**src/rtl/sr_flipflop_guard.sv**
```systemverilog
// Clocked guard for an active-low S/R pair: sync, deglitch, decode, registered Q/Q_bar with INVALID flagging.
// Optional glitch counter port glt_cnt enabled by defining SR_GUARD_GLITCH_CNT_EN.
module sr_flipflop_guard #(
  parameter int FILT_LEN     = 2,
  parameter int CNT_W        = 8,
  parameter int INVALID_MODE = 0
) (
  input  logic             clk,
  input  logic             rst_n,
  input  logic             s_n,
  input  logic             r_n,
  input  logic             clr_err,
`ifdef SR_GUARD_GLITCH_CNT_EN
  output logic [CNT_W-1:0] glt_cnt,
`endif
  output logic             q,
  output logic             q_bar,
  output logic             invalid,
  output logic             err_sticky,
  output logic [CNT_W-1:0] set_cnt,
  output logic [CNT_W-1:0] rst_cnt,
  output logic [CNT_W-1:0] inv_cnt
);

  typedef enum logic [1:0] {
    ST_HOLD = 2'd0,
    ST_SET  = 2'd1,
    ST_RST  = 2'd2,
    ST_INV  = 2'd3
  } state_t;

  localparam logic [3:0] FL4 = FILT_LEN[3:0];

  logic       r_s_meta, r_s_sync, r_r_meta, r_r_sync;
  state_t     r_cand, r_state, w_cand;
  logic [3:0] r_cnt, w_cnt_nxt;
  logic       w_same, w_accept, w_enter;
  logic       r_q, r_invalid, r_err;
  logic [CNT_W-1:0] r_set_cnt, r_rst_cnt, r_inv_cnt;

  function automatic logic [CNT_W-1:0] sat_inc(input logic [CNT_W-1:0] v);
    return (&v) ? v : v + 1'b1;
  endfunction

  always_ff @(posedge clk or negedge rst_n) begin
    if (!rst_n) begin
      r_s_meta <= 1'b1;
      r_s_sync <= 1'b1;
      r_r_meta <= 1'b1;
      r_r_sync <= 1'b1;
    end else begin
      r_s_meta <= s_n;
      r_s_sync <= r_s_meta;
      r_r_meta <= r_n;
      r_r_sync <= r_r_meta;
    end
  end

  always_comb begin
    w_cand = ST_INV;
    case ({r_s_sync, r_r_sync})
      2'b10:   w_cand = ST_RST;
      2'b01:   w_cand = ST_SET;
      2'b11:   w_cand = ST_HOLD;
      default: w_cand = ST_INV;
    endcase
  end

  // Run length saturates at FILT_LEN; a stable command keeps re-accepting, which is a no-op.
  assign w_same    = (w_cand == r_cand);
  assign w_cnt_nxt = !w_same ? 4'd1 : ((r_cnt == FL4) ? r_cnt : r_cnt + 4'd1);
  assign w_accept  = (w_cnt_nxt == FL4);
  assign w_enter   = w_accept && (w_cand != r_state);

  always_ff @(posedge clk or negedge rst_n) begin
    if (!rst_n) begin
      r_cand <= ST_HOLD;
      r_cnt  <= 4'd0;
    end else begin
      r_cand <= w_cand;
      r_cnt  <= w_cnt_nxt;
    end
  end

  always_ff @(posedge clk or negedge rst_n) begin
    if (!rst_n) begin
      r_state   <= ST_HOLD;
      r_q       <= 1'b0;
      r_invalid <= 1'b0;
      r_err     <= 1'b0;
      r_set_cnt <= '0;
      r_rst_cnt <= '0;
      r_inv_cnt <= '0;
    end else begin
      r_invalid <= 1'b0;
      if (clr_err) r_err <= 1'b0;
      if (w_enter) begin
        r_state <= w_cand;
        case (w_cand)
          ST_SET: begin
            r_q       <= 1'b1;
            r_set_cnt <= sat_inc(r_set_cnt);
          end
          ST_RST: begin
            r_q       <= 1'b0;
            r_rst_cnt <= sat_inc(r_rst_cnt);
          end
          ST_INV: begin
            if (INVALID_MODE == 1)      r_q <= 1'b0;
            else if (INVALID_MODE == 2) r_q <= 1'b1;
            r_invalid <= 1'b1;
            r_err     <= 1'b1;
            r_inv_cnt <= sat_inc(r_inv_cnt);
          end
          default: ;
        endcase
      end
    end
  end

`ifdef SR_GUARD_GLITCH_CNT_EN
  logic             w_drop;
  logic [CNT_W-1:0] r_glt_cnt;

  // A candidate that never reached FILT_LEN and would have changed state was a glitch.
  assign w_drop = !w_same && (r_cnt != 4'd0) && (r_cnt < FL4) && (r_cand != r_state);

  always_ff @(posedge clk or negedge rst_n) begin
    if (!rst_n)      r_glt_cnt <= '0;
    else if (w_drop) r_glt_cnt <= sat_inc(r_glt_cnt);
  end

  assign glt_cnt = r_glt_cnt;
`endif

  assign q          = r_q;
  assign q_bar      = ~r_q;
  assign invalid    = r_invalid;
  assign err_sticky = r_err;
  assign set_cnt    = r_set_cnt;
  assign rst_cnt    = r_rst_cnt;
  assign inv_cnt    = r_inv_cnt;

endmodule

```
**config.mk**
```make
export PLATFORM = sky130hd
export DESIGN_NAME = sr_flipflop_guard
export DESIGN_NICKNAME = d
export VERILOG_FILES = /design/src/rtl/sr_flipflop_guard.sv
export SDC_FILE = /design/constraint.sdc
export NUM_CORES = 1
export LEC_CHECK = 0
export CORE_MARGIN = 5
export CORE_UTILIZATION = 57
export DETAILED_ROUTE_END_ITERATION = 8
export PLACE_DENSITY = 0.81
export SLEW_MARGIN = 5
export SYNTH_ARGS = -nofsm -noshare
export SYNTH_HDL_FRONTEND = slang
export SYNTH_SLANG_ARGS = --single-unit
export TNS_END_PERCENT = 20
```
**constraint.sdc**
```tcl
create_clock -name clk -period 6.79 [get_ports clk]
set_input_delay 2.037 -clock clk [delete_from_list [all_inputs] [get_ports clk]]
set_output_delay 2.037 -clock clk [all_outputs]
set_load 0.02 [all_outputs]
```
* After elaboration in Yosys (flattened, before gate mapping) *
Cells that the tools add are included.

word-level totals
  input bits = 5
  register bits after elaboration = 39
  output and inout bits = 28

cells by class
  add/sub/neg operators = 4
  bitwise operators = 4
  reductions and logical operators = 9
  equal/unequal tests = 10
  muxes and demuxes = 9

operators with widths
  kind                                                             count
  8-bit by 1-bit adder with 8-bit output, second input constant    3
  8-bit AND reduction                                              3
  3-bit AND reduction                                              3
  2-bit == test, second input constant                             4
  4-bit by 2-bit == test with 1-bit output, second input constant  2
  4-bit 2-to-1 mux                                                 2
  2-bit case mux with 3 select lines                               1
  1-bit 2-to-1 mux                                                 5
  4-bit by 1-bit adder with 4-bit output, second input constant    1
  2-bit by 1-bit == test with 1-bit output, second input constant  2
  1-bit NOT                                                        4
  2-bit == test                                                    1
  2-bit != test                                                    1
  1-bit case mux with 2 select lines                               1
  2-bit AND reduction                                              1
  2-bit nonzero test                                               1
  1-bit logical AND                                                1

* Depth between registers and ports, before layout *
  word-level depth = 7
  gate-level depth with buffers = 9
  mapped depth without buffers = 7

* Worst setup path before layout *
No wires, ideal clock.

  path type = register to output
  start = reg r_q, in the netlist q
  end = out q_bar
  buffers on the path = 0
  stages on the path, launching flop included = 2
  setup slack = 4.134 ns
  data arrival time = 0.619 ns
  data required time = 4.753 ns
  cell sequence = dfrtp_1 > inv_1

on the way
  word-level cells in the longest chain between the ends = 1

ends and longest elaborated chain
  what                    RTL line  text
  from (decl)             38        logic r_q, r_invalid, r_err;
  from (signal assigned)  88        r_q <= 1'b0;
  from (signal assigned)  101       r_q <= 1'b1;
  from (signal assigned)  105       r_q <= 1'b0;
  1-bit NOT               137       assign q_bar = ~r_q;
  to (decl)               17        output logic q_bar,

Every way passes these cells.

* Final worst setup path *
  start = reg r_rst_cnt[4], in the netlist rst_cnt[4]
  end = out rst_cnt[4]

RTL lines
  what                    RTL line  text
  from (decl)             39        logic [CNT_W-1:0] r_set_cnt, r_rst_cnt, r_inv_cnt;
  from (signal assigned)  106       r_rst_cnt <= sat_inc(r_rst_cnt);
  to (decl)               21        output logic [CNT_W-1:0] rst_cnt,

No word-level cell between the ends.

==> results.yml <==
outcome:
  status: "finished, final reports clean"
global_routing:
  grt_pass1_vias: 1494
  grt_usage_pct: 16.8
  antenna_found_initial: 0
  grt-ovfl-total: 0
  grt_max_degree: 40
  grt_pass1_wl_um: 6660
timing:
  final.setup.worst_slack_ns: 3.31
  slew-limit-headroom_pct: 39.4
  period_share_pct: 51.3
  clock.fmax_ghz: 0.287
  slew_violations: 0
  tns_ns: 0
  setup_violations: 0
  tightest_slew_ns: 0.902
  period_minus_slack_ns: 3.48
  hold_viol_final: 0
  skew_ns: 0.0147
  rsz0062_at_grt: "no"
logic_synthesis:
  synth_compound_area_share_pct: 10.2
  synth_top_family_by_area: "simple AND/OR/NAND/NOR gates"
  synthCells: 175
  synthSimpleGateAreaFrac_pct: 16.6
  synth-seq-cells: 39
  netlist_area_um2: 2000
  synthesis.yosys.warnings: 0
  muxShareOfSynthArea_pct: 4.25
  syn_nets: 190
  ys_seq_area_share_pct: 49.0
  synth_adder_area_share_pct: 6.25
  synthDistinctLibCells: 41
  synthXorXnorAreaFrac_pct: 10.5
  syn_avg_cell_area_um2: 11.4
setup_path:
  cp-start-kind: "register"
  cp_cell_sequence: "clkdlybuf4s50_1"
  worstPathBufferInverterCount: 1
  critPathKind: "register to output pin"
  cp-end-kind: "output pin"
  slowest_delay_ns: 0.65
  cp.required_ns: 4.75
  cp_top_family: "buffers and inverters"
  cp.arrival_ns: 1.45
  crit_fanout: 5
  crit_path_top_delay_cell: "clkdlybuf4s50_1"
floorplanning:
  fp-row-count: 21
  start_util_pct: 59.6
  pin_count: 33
  die_area_um2: 4800
  die_y_um: 69.3
  coreArea_um2: 3360
  chipWidth_um: 69.3
pwr:
  vdd_drop_max_uv: 246
  p_sw_w: 0.000235
  p_int_w: 0.000412
  fin_total_pwr_w: 0.000646
  p_leak_nw: 1.07
  p_sw_share_pct: 36.3
  power_frac_comb_pct: 34.8
  pwr-share-clk_pct: 18.0
  power.share.sequential_pct: 47.2
  power_density_nw_per_um2: 267
finish:
  final_cell_mix: "dfrtp_1 (35), clkdlybuf4s50_1 (31), xnor2_1 (21)"
  syn_to_final_growth_pct: 20.9
  multiInputGateArea_um2: 957
  regArea_um2: 981
  fin_nets: 226
  drive_gt1_share_pct: 14.6
  antenna_cells: 0
  final_common_cell: "dfrtp_1"
  fin_area_um2: 2420
  fillCellCount: 250
  fin_util_pct: 72.0
detailed_routing:
  routed_via_density: 5.52
  drc: 0
  drtPass1Iterations: 4
  via_count: 1423
  wirelength_um: 3840
  route.detailed.wl_per_inst_um: 14.9
  ant_nets: 0
  drtIter0Drc: 56
clock_tree:
  cts.sinks: 39
  post-cts-setup-buffer-count: 0
  cts_hold_buf: 0
  clk_pin_slew_ns: 0.12
  htreeDepth: 2
  cts_buffer_depth: 2
  cts-root-buf: "clkbuf_4"
  cts_buffers: 5
  cts_tree: "built"
  clock_latency_ns: 0.34
  post_cts_resized: 0
flow_run:
  maxCapViolCount: 0
placed_design:
  placed_area_um2: 2360
  post-place-ws_ns: 3.69
  globalplace.congestion: 0.804
  dp_hpwl_um: 2840
  portBuffers: 32
min_path:
  hp-class: "register to register"
-- worst paths after layout --
kind / end / depth (start not counted) / startpoint / slack (ns)
hold / removal: r_r_sync / 0 / r_r_meta / 0.37
hold reg to reg: r_r_sync / 0 / r_r_meta / 0.37
min in group asynchronous: inv_cnt[0] / 1 / rst_n / 1.79
max in group asynchronous: rst_cnt[0] / 1 / rst_n / 4.47
setup / recovery: rst_cnt[4] / 1 / rst_cnt[4] / 3.31
setup reg to reg: rst_cnt[1] / 7 / r_s_sync / 4.14
-- synthesized netlist by cell type, drive strengths merged --
cell type,number,share of area [%]
ha,10,6.2
a21o,2,0.75
a41o,2,1.0
nor3,1,0.25
clkbuf,1,0.25
o31ai,1,0.37
nand4,8,2.5
a211oi,5,4.0
buf,3,0.75
nand3,14,3.5
o211ai,2,1.0
inv,12,2.2
o21ai,3,0.75
xnor2,21,9.2
and4,2,0.87
mux2,6,3.7
nor2,6,1.1
a211o,1,0.44
dfrtp,35,44
and2,4,1.2
or2,2,0.75
dfstp,4,5.2
and3,11,3.4
mux2i,1,0.50
nand2,5,1.3
nor2b,1,0.31
a21oi,3,0.94
o21a,1,0.37
or3,2,0.87
xor2,3,1.3
a31oi,2,0.62
nor3b,1,0.37
-- kinds of logic (layout without fill, tap and decap cells) --
family | Yosys count | in the layout
buffers and inverters | 16 | 53
multiplexers | 7 | 7
flip-flops | 39 | 39
AND/OR/NAND/NOR | 57 | 57
XOR/XNOR | 24 | 24
adder cells (fa/ha/maj) | 10 | 10
AO/OA/AOI/OAI | 22 | 22
-- registers in the layout, indices dropped and copies added, names as in the netlist --
name        cells
r_s_sync        1
r_state         2
r_cnt           4
q               1
r_s_meta        1
set_cnt         8
err_sticky      1
r_r_sync        1
r_r_meta        1
invalid         1
inv_cnt         8
rst_cnt         8
r_cand          2
-- power groups by stage --
stage	logic (W)	registers (W)	clock network, W
global route	0.000243	0.000313	0.000132
global placement	0.000221	0.000306	0
detailed placement	0.000227	0.000310	0
floorplan	0.000109	0.000333	0
finish	0.000225	0.000305	0.000116
CTS	0.000228	0.000305	0.000121
-- per-stage QoR --
step / cells / hold WS [ns]
after floorplan: 175 / 0.345
after global placement: 250 / 0.345
after detailed placement: 250 / 0.349
after CTS: 258 / 0.367
after global routing: 258 / 0.372
final: 258 / 0.366
-- metal layers --
metal  vias up  global-route usage (%)  routed length, µm
li1        681                       -                  -
met1       695                    19.6               1680
met2        39                    28.7               1910
met3         8                    6.38                201
met4         0                    4.56                 48
met5         -                       0                  0
-- cell type report --
type | instances | share of cell area [%]
multi-input combinational | 120 | 39.5
sequential | 39 | 40.5
clock inverter | 3 | 0.827
tap | 46 | 2.38
inverter | 12 | 1.86
timing repair buffer | 33 | 13.3
clock buffer | 5 | 1.55
Note: power is estimated with default switching activity, not from simulation.
